### config.mk
export PLATFORM = sky130hd
export DESIGN_NAME = pc_fetch_flat
export DESIGN_NICKNAME = d
export VERILOG_FILES = /design/src/rtl/pc_fetch_pkg.sv /design/src/rtl/pc_fetch_if.sv /design/src/rtl/pc_fetch.sv /design/src/flat_wrapper.sv
export SDC_FILE = /design/constraint.sdc
export NUM_CORES = 1
export LEC_CHECK = 0
export CORE_ASPECT_RATIO = 0.8
export CORE_UTILIZATION = 63
export CTS_CLUSTER_DIAMETER = 40
export CTS_CLUSTER_SIZE = 8
export DETAILED_ROUTE_END_ITERATION = 6
export DONT_BUFFER_PORTS = 1
export PLACE_DENSITY = 0.82
export SLEW_MARGIN = 10
export SYNTH_ARGS = -nofsm -noshare
export SYNTH_HDL_FRONTEND = slang
export SYNTH_SLANG_ARGS = --single-unit
### constraint.sdc
create_clock -name clk -period 2.8 [get_ports clk]
set_input_delay 0.56 -clock clk [delete_from_list [all_inputs] [get_ports clk]]
set_output_delay 0.56 -clock clk [all_outputs]
set_load 0.01 [all_outputs]
### src/rtl/pc_fetch_pkg.sv
// pc_fetch shared types and constants.
// FSM encoding, reset/window defaults and the fetch window check.
package pc_fetch_pkg;

  typedef enum logic [1:0] {
    FS_IDLE = 2'd0,
    FS_REQ  = 2'd1,
    FS_WAIT = 2'd2,
    FS_ERR  = 2'd3
  } fs_e;

  localparam logic [31:0] DEF_RESET_PC  = 32'h0000_3000;
  localparam logic [31:0] DEF_IMEM_BASE = 32'h0000_3000;
  localparam logic [31:0] DEF_IMEM_SIZE = 32'h0000_1000;

  // Upper bound is formed in 33 bits so a window ending at 4 GiB cannot wrap.
  function automatic logic in_window(
    input logic [29:0] wa,
    input logic [31:0] base,
    input logic [31:0] size
  );
    logic [32:0] ba;
    logic [32:0] lim;
    ba  = {1'b0, wa, 2'b00};
    lim = {1'b0, base} + {1'b0, size};
    return (ba >= {1'b0, base}) && (ba < lim);
  endfunction

endpackage

### src/rtl/pc_fetch_if.sv
// Instruction-memory req/ack bus between pc_fetch and imem.
// master drives the request, slave returns the word.
interface pc_fetch_if;

  logic        req;
  logic [29:0] addr;
  logic        ack;
  logic [31:0] rdata;

  modport master (
    output req,
    output addr,
    input  ack,
    input  rdata
  );

  modport slave (
    input  req,
    input  addr,
    output ack,
    output rdata
  );

endinterface

### src/rtl/pc_fetch.sv
// PC register and instruction-fetch sequencer.
// Commits NPC, fetches the word at PC over req/ack and latches it into IR.
import pc_fetch_pkg::*;

module pc_fetch #(
  parameter logic [31:0] RESET_PC  = DEF_RESET_PC,
  parameter logic [31:0] IMEM_BASE = DEF_IMEM_BASE,
  parameter logic [31:0] IMEM_SIZE = DEF_IMEM_SIZE,
  parameter int          TIMEOUT   = 16
) (
  input  logic        clk,
  input  logic        rst,
  input  logic [29:0] npc,
  input  logic        pc_wr,
  input  logic        fetch_start,
  pc_fetch_if.master  imem,
  output logic [29:0] pc,
  output logic [31:0] instr,
  output logic [25:0] imminstr,
  output logic        turn,
  output logic        fetch_done,
  output logic        busy,
  output logic        fetch_err
);

  localparam int CW = (TIMEOUT > 1) ? $clog2(TIMEOUT) : 1;
  localparam logic [CW-1:0] CNT_MAX = CW'(TIMEOUT - 1);

  fs_e         state_q, state_d;
  logic [29:0] pc_q, pc_d;
  logic [31:0] instr_q, instr_d;
  logic        req_q, req_d;
  logic [29:0] addr_q, addr_d;
  logic        turn_q, turn_d;
  logic        done_q, done_d;
  logic        err_q, err_d;
  logic [CW-1:0] cnt_q, cnt_d;
  logic [29:0] pend_q, pend_d;
  logic        pend_v_q, pend_v_d;

  always_ff @(posedge clk or negedge rst) begin
    if (!rst) begin
      state_q  <= FS_IDLE;
      pc_q     <= RESET_PC[31:2];
      instr_q  <= '0;
      req_q    <= 1'b0;
      addr_q   <= '0;
      turn_q   <= 1'b0;
      done_q   <= 1'b0;
      err_q    <= 1'b0;
      cnt_q    <= '0;
      pend_q   <= '0;
      pend_v_q <= 1'b0;
    end else begin
      state_q  <= state_d;
      pc_q     <= pc_d;
      instr_q  <= instr_d;
      req_q    <= req_d;
      addr_q   <= addr_d;
      turn_q   <= turn_d;
      done_q   <= done_d;
      err_q    <= err_d;
      cnt_q    <= cnt_d;
      pend_q   <= pend_d;
      pend_v_q <= pend_v_d;
    end
  end

  always_comb begin
    state_d  = state_q;
    pc_d     = pc_q;
    instr_d  = instr_q;
    req_d    = req_q;
    addr_d   = addr_q;
    turn_d   = 1'b0;
    done_d   = 1'b0;
    err_d    = err_q;
    cnt_d    = cnt_q;
    pend_d   = pend_q;
    pend_v_d = pend_v_q;
    unique case (state_q)
      FS_IDLE: begin
        // Deferred write lands first; a fresh pc_wr overrides it.
        if (pend_v_q) begin
          pc_d     = pend_q;
          pend_v_d = 1'b0;
        end
        if (pc_wr) pc_d = npc;
        if (fetch_start && !done_q) begin
          if (in_window(pc_d, IMEM_BASE, IMEM_SIZE)) begin
            addr_d  = pc_d;
            state_d = FS_REQ;
          end else begin
            err_d   = 1'b1;
            state_d = FS_ERR;
          end
        end
      end
      FS_REQ: begin
        req_d   = 1'b1;
        cnt_d   = '0;
        state_d = FS_WAIT;
      end
      FS_WAIT: begin
        if (imem.ack) begin
          instr_d = imem.rdata;
          req_d   = 1'b0;
          turn_d  = 1'b1;
          done_d  = 1'b1;
          state_d = FS_IDLE;
        end else if (cnt_q == CNT_MAX) begin
          req_d   = 1'b0;
          err_d   = 1'b1;
          state_d = FS_ERR;
        end else begin
          cnt_d = cnt_q + CW'(1);
        end
      end
      FS_ERR: ;
      default: ;
    endcase
    if (pc_wr && (state_q == FS_REQ || state_q == FS_WAIT)) begin
      pend_d   = npc;
      pend_v_d = 1'b1;
    end
  end

  assign imem.req   = req_q;
  assign imem.addr  = addr_q;
  assign pc         = pc_q;
  assign instr      = instr_q;
  assign imminstr   = instr_q[25:0];
  assign turn       = turn_q;
  assign fetch_done = done_q;
  assign busy       = (state_q == FS_REQ) || (state_q == FS_WAIT);
  assign fetch_err  = err_q;

endmodule

### src/flat_wrapper.sv
// flat-port wrapper written by rule: the top's interface ports become plain ports
module pc_fetch_flat 
#(
  parameter logic [31:0] RESET_PC  = DEF_RESET_PC,
  parameter logic [31:0] IMEM_BASE = DEF_IMEM_BASE,
  parameter logic [31:0] IMEM_SIZE = DEF_IMEM_SIZE,
  parameter int          TIMEOUT   = 16
)
  (clk, rst, npc, pc_wr, fetch_start, pc, instr, imminstr, turn, fetch_done, busy, fetch_err, imem_req, imem_addr, imem_ack, imem_rdata);
  pc_fetch_if imem_i ();
  input  logic clk;
  input  logic rst;
  input  logic [29:0] npc;
  input  logic pc_wr;
  input  logic fetch_start;
  output logic [29:0] pc;
  output logic [31:0] instr;
  output logic [25:0] imminstr;
  output logic turn;
  output logic fetch_done;
  output logic busy;
  output logic fetch_err;
  output wire logic [$bits(imem_i.req)-1:0] imem_req;
  output wire logic [$bits(imem_i.addr)-1:0] imem_addr;
  input wire logic [$bits(imem_i.ack)-1:0] imem_ack;
  input wire logic [$bits(imem_i.rdata)-1:0] imem_rdata;
  assign imem_req = imem_i.req;
  assign imem_addr = imem_i.addr;
  assign imem_i.ack = imem_ack;
  assign imem_i.rdata = imem_rdata;
  pc_fetch #(.RESET_PC(RESET_PC), .IMEM_BASE(IMEM_BASE), .IMEM_SIZE(IMEM_SIZE), .TIMEOUT(TIMEOUT)) u_core (.clk(clk), .rst(rst), .npc(npc), .pc_wr(pc_wr), .fetch_start(fetch_start), .imem(imem_i), .pc(pc), .instr(instr), .imminstr(imminstr), .turn(turn), .fetch_done(fetch_done), .busy(busy), .fetch_err(fetch_err));
endmodule
* Yosys cells after proc, flatten, opt, wreduce, memory -nomap -nowiden
Index checks and enable logic that the tools add are counted.
** Storage, ports and cells
- Register bits :: 132
- Input port bits :: 67
- Output and inout port bits :: 123
- Logic and storage cells :: 61
** Operators by class
- Add/sub/neg operators :: 1
- $lt $le $gt $ge :: 2
- Eq/ne operators :: 9
- Muxes and demuxes :: 23
- Reduce and logical (&&, ||, !) cells :: 16
** Operators by type and width (number)
- $mux W30 :: 3
- $ge A32 B14 Y1 const B :: 1
- $lt A32 B15 Y1 const B :: 1
- $mux W1 :: 10
- $reduce_and A3 Y1 :: 3
- $mux W2 :: 4
- $mux W4 :: 2
- $pmux W4 S2 :: 1
- $ne A2 B2 Y1 const B :: 3
- $pmux W2 S3 :: 1
- $reduce_bool A2 Y1 :: 3
- $reduce_and A5 Y1 :: 1
- $add A4 B1 Y4 const B :: 1
- $eq A4 B4 Y1 const B :: 1
- $ne A2 B1 Y1 const B :: 2
- $pmux W1 S2 :: 2
- $reduce_and A2 Y1 :: 2
- $logic_and A1 B1 Y1 :: 3
- $ne A3 B2 Y1 const B :: 1
- $reduce_bool A3 Y1 :: 1
- $eq A2 B1 Y1 const B :: 1
- $eq A2 B2 Y1 const B :: 1
- $logic_not A2 Y1 :: 1
- $logic_not A1 Y1 :: 1
- $logic_or A1 B1 Y1 :: 1

* Logic depth before layout (Yosys ltp)
- Depth after elaboration :: 8
- Gate-level depth with buffers :: 10

* Worst setup path before layout
Ideal clock, no wire load.
- Path kind :: in2reg
- Start :: input port pc_wr
- End :: register u_core.addr_q[0] (netlist: u_core.imem.addr[0])
- Arrival time :: 2165 ps
- Required time :: 2673 ps
- Path slack :: 508 ps
- Stages on the path :: 9
- Path buffers :: 3
- Cells stage by stage :: buf_2 -> buf_2 -> nand2_1 -> o21ai_0 -> or4_4 -> nor2_4 -> nand3_2 -> buf_6 -> mux2_1
** On the way
- Cells in the longest elaborated chain, start to end :: 5
- Elaborated cells between the ends (all ways) :: 6
** RTL lines
- start: declaration :: RTL line flat_wrapper.sv:14 : input logic pc_wr;
- $mux W30 (*) :: RTL line pc_fetch.sv:88 : if (pc_wr) pc_d = npc;
- $mux W30 (*) :: RTL line pc_fetch.sv:81 : unique case (state_q)
- $ge A32 B14 Y1 or $lt A32 B15 Y1 (tied branches) :: RTL line pc_fetch_pkg.sv:26 : return (ba >= {1'b0, base}) && (ba < lim);
- $logic_and A1 B1 Y1 :: RTL line pc_fetch_pkg.sv:26
- $reduce_and A3 Y1 (no source line)
- end signal: assignment :: RTL line pc_fetch.sv:59 : addr_q <= addr_d;
- end: declaration :: RTL line pc_fetch.sv:33 : logic [29:0] addr_q, addr_d;
Mark *: on every way between the ends. The rest lies on a longest branch, timed or not. The select of a mux whose other input is x is not followed.
A chain may end at the register's enable or synchronous reset.

* Worst setup path in the final report
- Start :: register u_core.pend_v_q
- End :: register u_core.addr_q[14] (netlist: u_core.imem.addr[14])
** On the way
- Cells in the longest elaborated chain, start to end :: 6
- Elaborated cells between the ends (all ways) :: 7
** RTL lines
- start: declaration :: RTL line pc_fetch.sv:39 : logic pend_v_q, pend_v_d;
- start signal: assignment :: RTL line pc_fetch.sv:65 : pend_v_q <= pend_v_d;
- $mux W30 (*) :: RTL line pc_fetch.sv:84 : if (pend_v_q) begin
- $mux W30 (*) :: RTL line pc_fetch.sv:88
- $mux W30 (*) :: RTL line pc_fetch.sv:81
- $ge A32 B14 Y1 or $lt A32 B15 Y1 (tied branches) :: RTL line pc_fetch_pkg.sv:26
- $logic_and A1 B1 Y1 :: RTL line pc_fetch_pkg.sv:26
- $reduce_and A3 Y1 (no source line)
Marked as above.

==> summary.md <==
| Metric | Value |
|---|---|
| Worst hold path class | in2async |
| Syn Nets | 519 |
| Antenna Cells | 0 |
| Synth area leader | dfrtp_1 |
| Leak | between 0.002 and 0.003 µW |
| Synth Area in XOR/XNOR | less than 1% |
| CP required | 3.09 ns |
| Die area | approximately 9600 µm² |
| Initial drt markers | 218 |
| Worst hold slack | -0.1564 ns |
| CP Capture Type | flip-flop |
| Core area | between 8000 and 9000 µm² |
| Root Driver | clkbuf_16 |
| Final setup viols | 0 |
| Main combinational cell family by area after synthesis | multiplexers |
| CTS tree | done |
| Fin. Hold Viols | 130 |
| Part of the power in registers | between 40% and 50% |
| CP Data Arrival Time | 2.91 ns |
| Clock H-tree levels | 4 |
| Status | finished with violations |
| IO buf count | 0 |
| Min Clock Period, post-route | 2.615 ns |
| FP Rows | 30 |
| Final Cycle Share | around 93% |
| Die height | roughly 90 µm |
| Power, Total | between 8000 and 9000 µW |
| Dpl hpwl | a little over 7 mm |
| Post-DRT Antenna Nets | 0 |
| # nets final | 494 |
| Drt pass-1 iters | 4 |
| Area growth, synth to finish | 9.355% |
| RSZ-0062 raised after global routing | no |
| Total track usage | about a quarter |
| Largest fanout on the critical path | 13 |
| Routed via count | ~3300 |
| P_int | approximately 5500 µW |
| Power Density | 1278 nW/µm² |
| Clk pin slew, worst setup/hold paths | about 0.050 ns |
| Final WL | ~11 mm |
| I/O Pins | 190 |
| Finished Core Util | around three quarters |
| DR vias/cell | between 5 and 6 |
| Area contributors post-synth | dfrtp_1 56%, mux2_2 18%, mux2i_1 5.2% |
| Least-Margin Pin Slew | between 0.4 and 0.5 ns |
| Sequential area share after synthesis | between 50 and 60% |
| Total gr overflow | 0 |
| FILL cells | 587 |
| Max Slew Vio Count | 0 |
| Horiz. Die Dim | ~110 µm |
| Simple-gate area share of the yosys netlist | around 6.6% |
| Setup TNS | 0 ns |
| Worst skew pair latency | around 0.4 ns |
| Starting Density | about two thirds |
| Cell Area, Synth | a little under 6000 µm² |
| Clk pwr share | approximately 30% |
| Vias in the first global route | around 3300 |
| First-pass GRT wire length | roughly 16 mm |
| Slew HR | 68.85% |
| Multi-input logic area | between 2000 and 2500 µm² |
| DRC | 0 |
| Logic gate share of total power | 25.7% |
| Initial antenna violation count | 0 |
| Post-synthesis compound-gate area fraction | around 4.2% |
| Sw Pwr | around 2600 µW |
| Max IR drop VDD | 728.3 µV |
| Adder-Cell Fraction of Synth Area | 0.8602% |
| YS warnings | 0 |
| Top cell type's share of synthesized area | between 50 and 60% |
| Share of cells above drive strength 1 | 30.73% |
| GP Congestion | ~0.8 |
| Synth Register Bits | 132 |
| Clock Skew | about 0.011 ns |
| Wirelength per Cell | around 20 µm |
| WS Path Type | reg2reg |
| Longest Clk Path Bufs | 2 |
| Worst setup SP type | flip-flop |
| Netlist cell types | 35 |
| Max Cap Viol | 0 |
| Sw Share | around a third |
| Syn_area_per_cell | roughly 13 µm² |
| Inserted Clock Buffers | 17 |
| FMAX | approximately 380 MHz |
| Clock net sink count | roughly 130 |
| Post-Syn Instances | 448 |
| Failing checks | negative hold slack |
| Post-synthesis mux area share | about a quarter |
| Largest net degree at the start of global routing | ~130 |
| Sequential cell area | around 3300 µm² |
[cells by family after synthesis]
group | Yosys count
XOR/XNOR | 1
buffers and inverters | 60
multiplexers | 133
flip-flops | 132
AND/OR/NAND/NOR | 72
AO/OA/AOI/OAI | 46
adder cells (fa/ha/maj) | 4
[cell usage after synthesis (all sizes together)]
cell type    n
nand3b       1
and3         2
nor2b        3
mux2       103
nor2         3
o22ai        3
o21ai       37
nor4b        2
a41o         1
nor4         1
clkbuf      13
a22o         1
inv          9
nand2b       3
ha           4
or4          2
xnor2        1
a21oi        3
nand3        3
a41oi        1
dfrtp      130
buf         38
nand4        1
nand2       33
dfstp        2
mux2i       30
and2        18
[sequential cells by signal, summed over array words and instances, names as in the netlist]
name              flops
u_core.cnt_q          4
u_core.fetch_err      1
u_core.imem.addr     30
u_core.imem.req       1
u_core.instr         32
u_core.pc            30
u_core.pend_q        30
u_core.pend_v_q       1
u_core.state_q        2
u_core.turn           1
[metal layers]
layer / track usage [%] / routed length [µm]
met1: 28.82 / 4544
met2: 35.56 / 5130
met3: 11.53 / 1027
met4: 9.455 / 178
met5: 0 / 0
[final timing paths]
kind                                               start  cells past startpoint  slack (ns)                               end
min in group clk                                  npc[0]                      1        0.29      u_core.pend_q[0]$_DFFE_PN0P_
min                                                  rst                      0       -0.16         u_core.pc[20]$_DFFE_PN0N_
max                          u_core.pend_v_q$_DFFE_PN0P_                      7        0.19  u_core.imem.addr[14]$_DFFE_PN0P_
max reg2reg                  u_core.pend_v_q$_DFFE_PN0P_                      7        0.19  u_core.imem.addr[14]$_DFFE_PN0P_
min reg2reg                u_core.pend_q[21]$_DFFE_PN0P_                      1        0.51     u_core.pend_q[21]$_DFFE_PN0P_
max in group asynchronous                            rst                      0        2.68         u_core.pc[10]$_DFFE_PN1N_
[critical path, cell delays in order, from the launching register on]
cell and delay, ns:
dfrtp_4 0.59, mux2i_1 0.16, o21ai_0 0.26, nor4b_1 0.41, and3_1 0.30, nand3_2 0.31, buf_4 0.29, and2_1 0.16
[power groups by stage]
stage / Clock (µW) / Sequential [µW] / Combinational, µW
2_1_floorplan: 0 / 3300 / 2230
3_3_place_gp: 0 / 3610 / 2010
3_5_place_dp: 0 / 3640 / 2090
4_1_cts: 2460 / 3620 / 2100
5_1_grt: 2540 / 3740 / 2280
6_report: 2420 / 3620 / 2090
[area by class of cell]
| class | count | share of cell area [%] |
|---|---|---|
| flip-flops and latches | 132 | 52.02 |
| multi-input cells | 256 | 33.75 |
| clock buffers | 24 | 7.571 |
| clock inverters | 8 | 2.714 |
| well taps | 112 | 2.203 |
| repair buffers | 7 | 1.219 |
| inverters | 9 | 0.5310 |
[what timing repair did]
action,in CTS,in global routing
buffers inserted,0,0
setup endpoints to repair,0,28
resized for setup,0,1
hold endpoints to repair,132,131
[placed cells by master (no fill, tap or decap), drive strengths merged, types with 2 or more instances in the layout]
master	n
nand2	33
nor4b	2
o22ai	3
a21oi	3
buf	7
nand3	3
o21ai	37
nor2b	3
and2	18
clkbuf	24
dfrtp	130
mux2	103
and3	2
or4	2
bufinv	5
dfstp	2
clkinvlp	3
ha	4
nor2	3
inv	9
nand2b	3
mux2i	30
[per-stage QoR]
step           setup WS (ns)  instance area [µm²]  cells
2_1_floorplan         0.5078                 5818    448
6_report              0.1852                 6362    548
4_1_cts               0.1519                 6360    548
3_5_place_dp          0.1654                 5705    516
3_3_place_gp          0.2443                 5705    516
5_1_grt              0.01208                 6362    548
No activity file was read; power rests on OpenSTA's default activity.
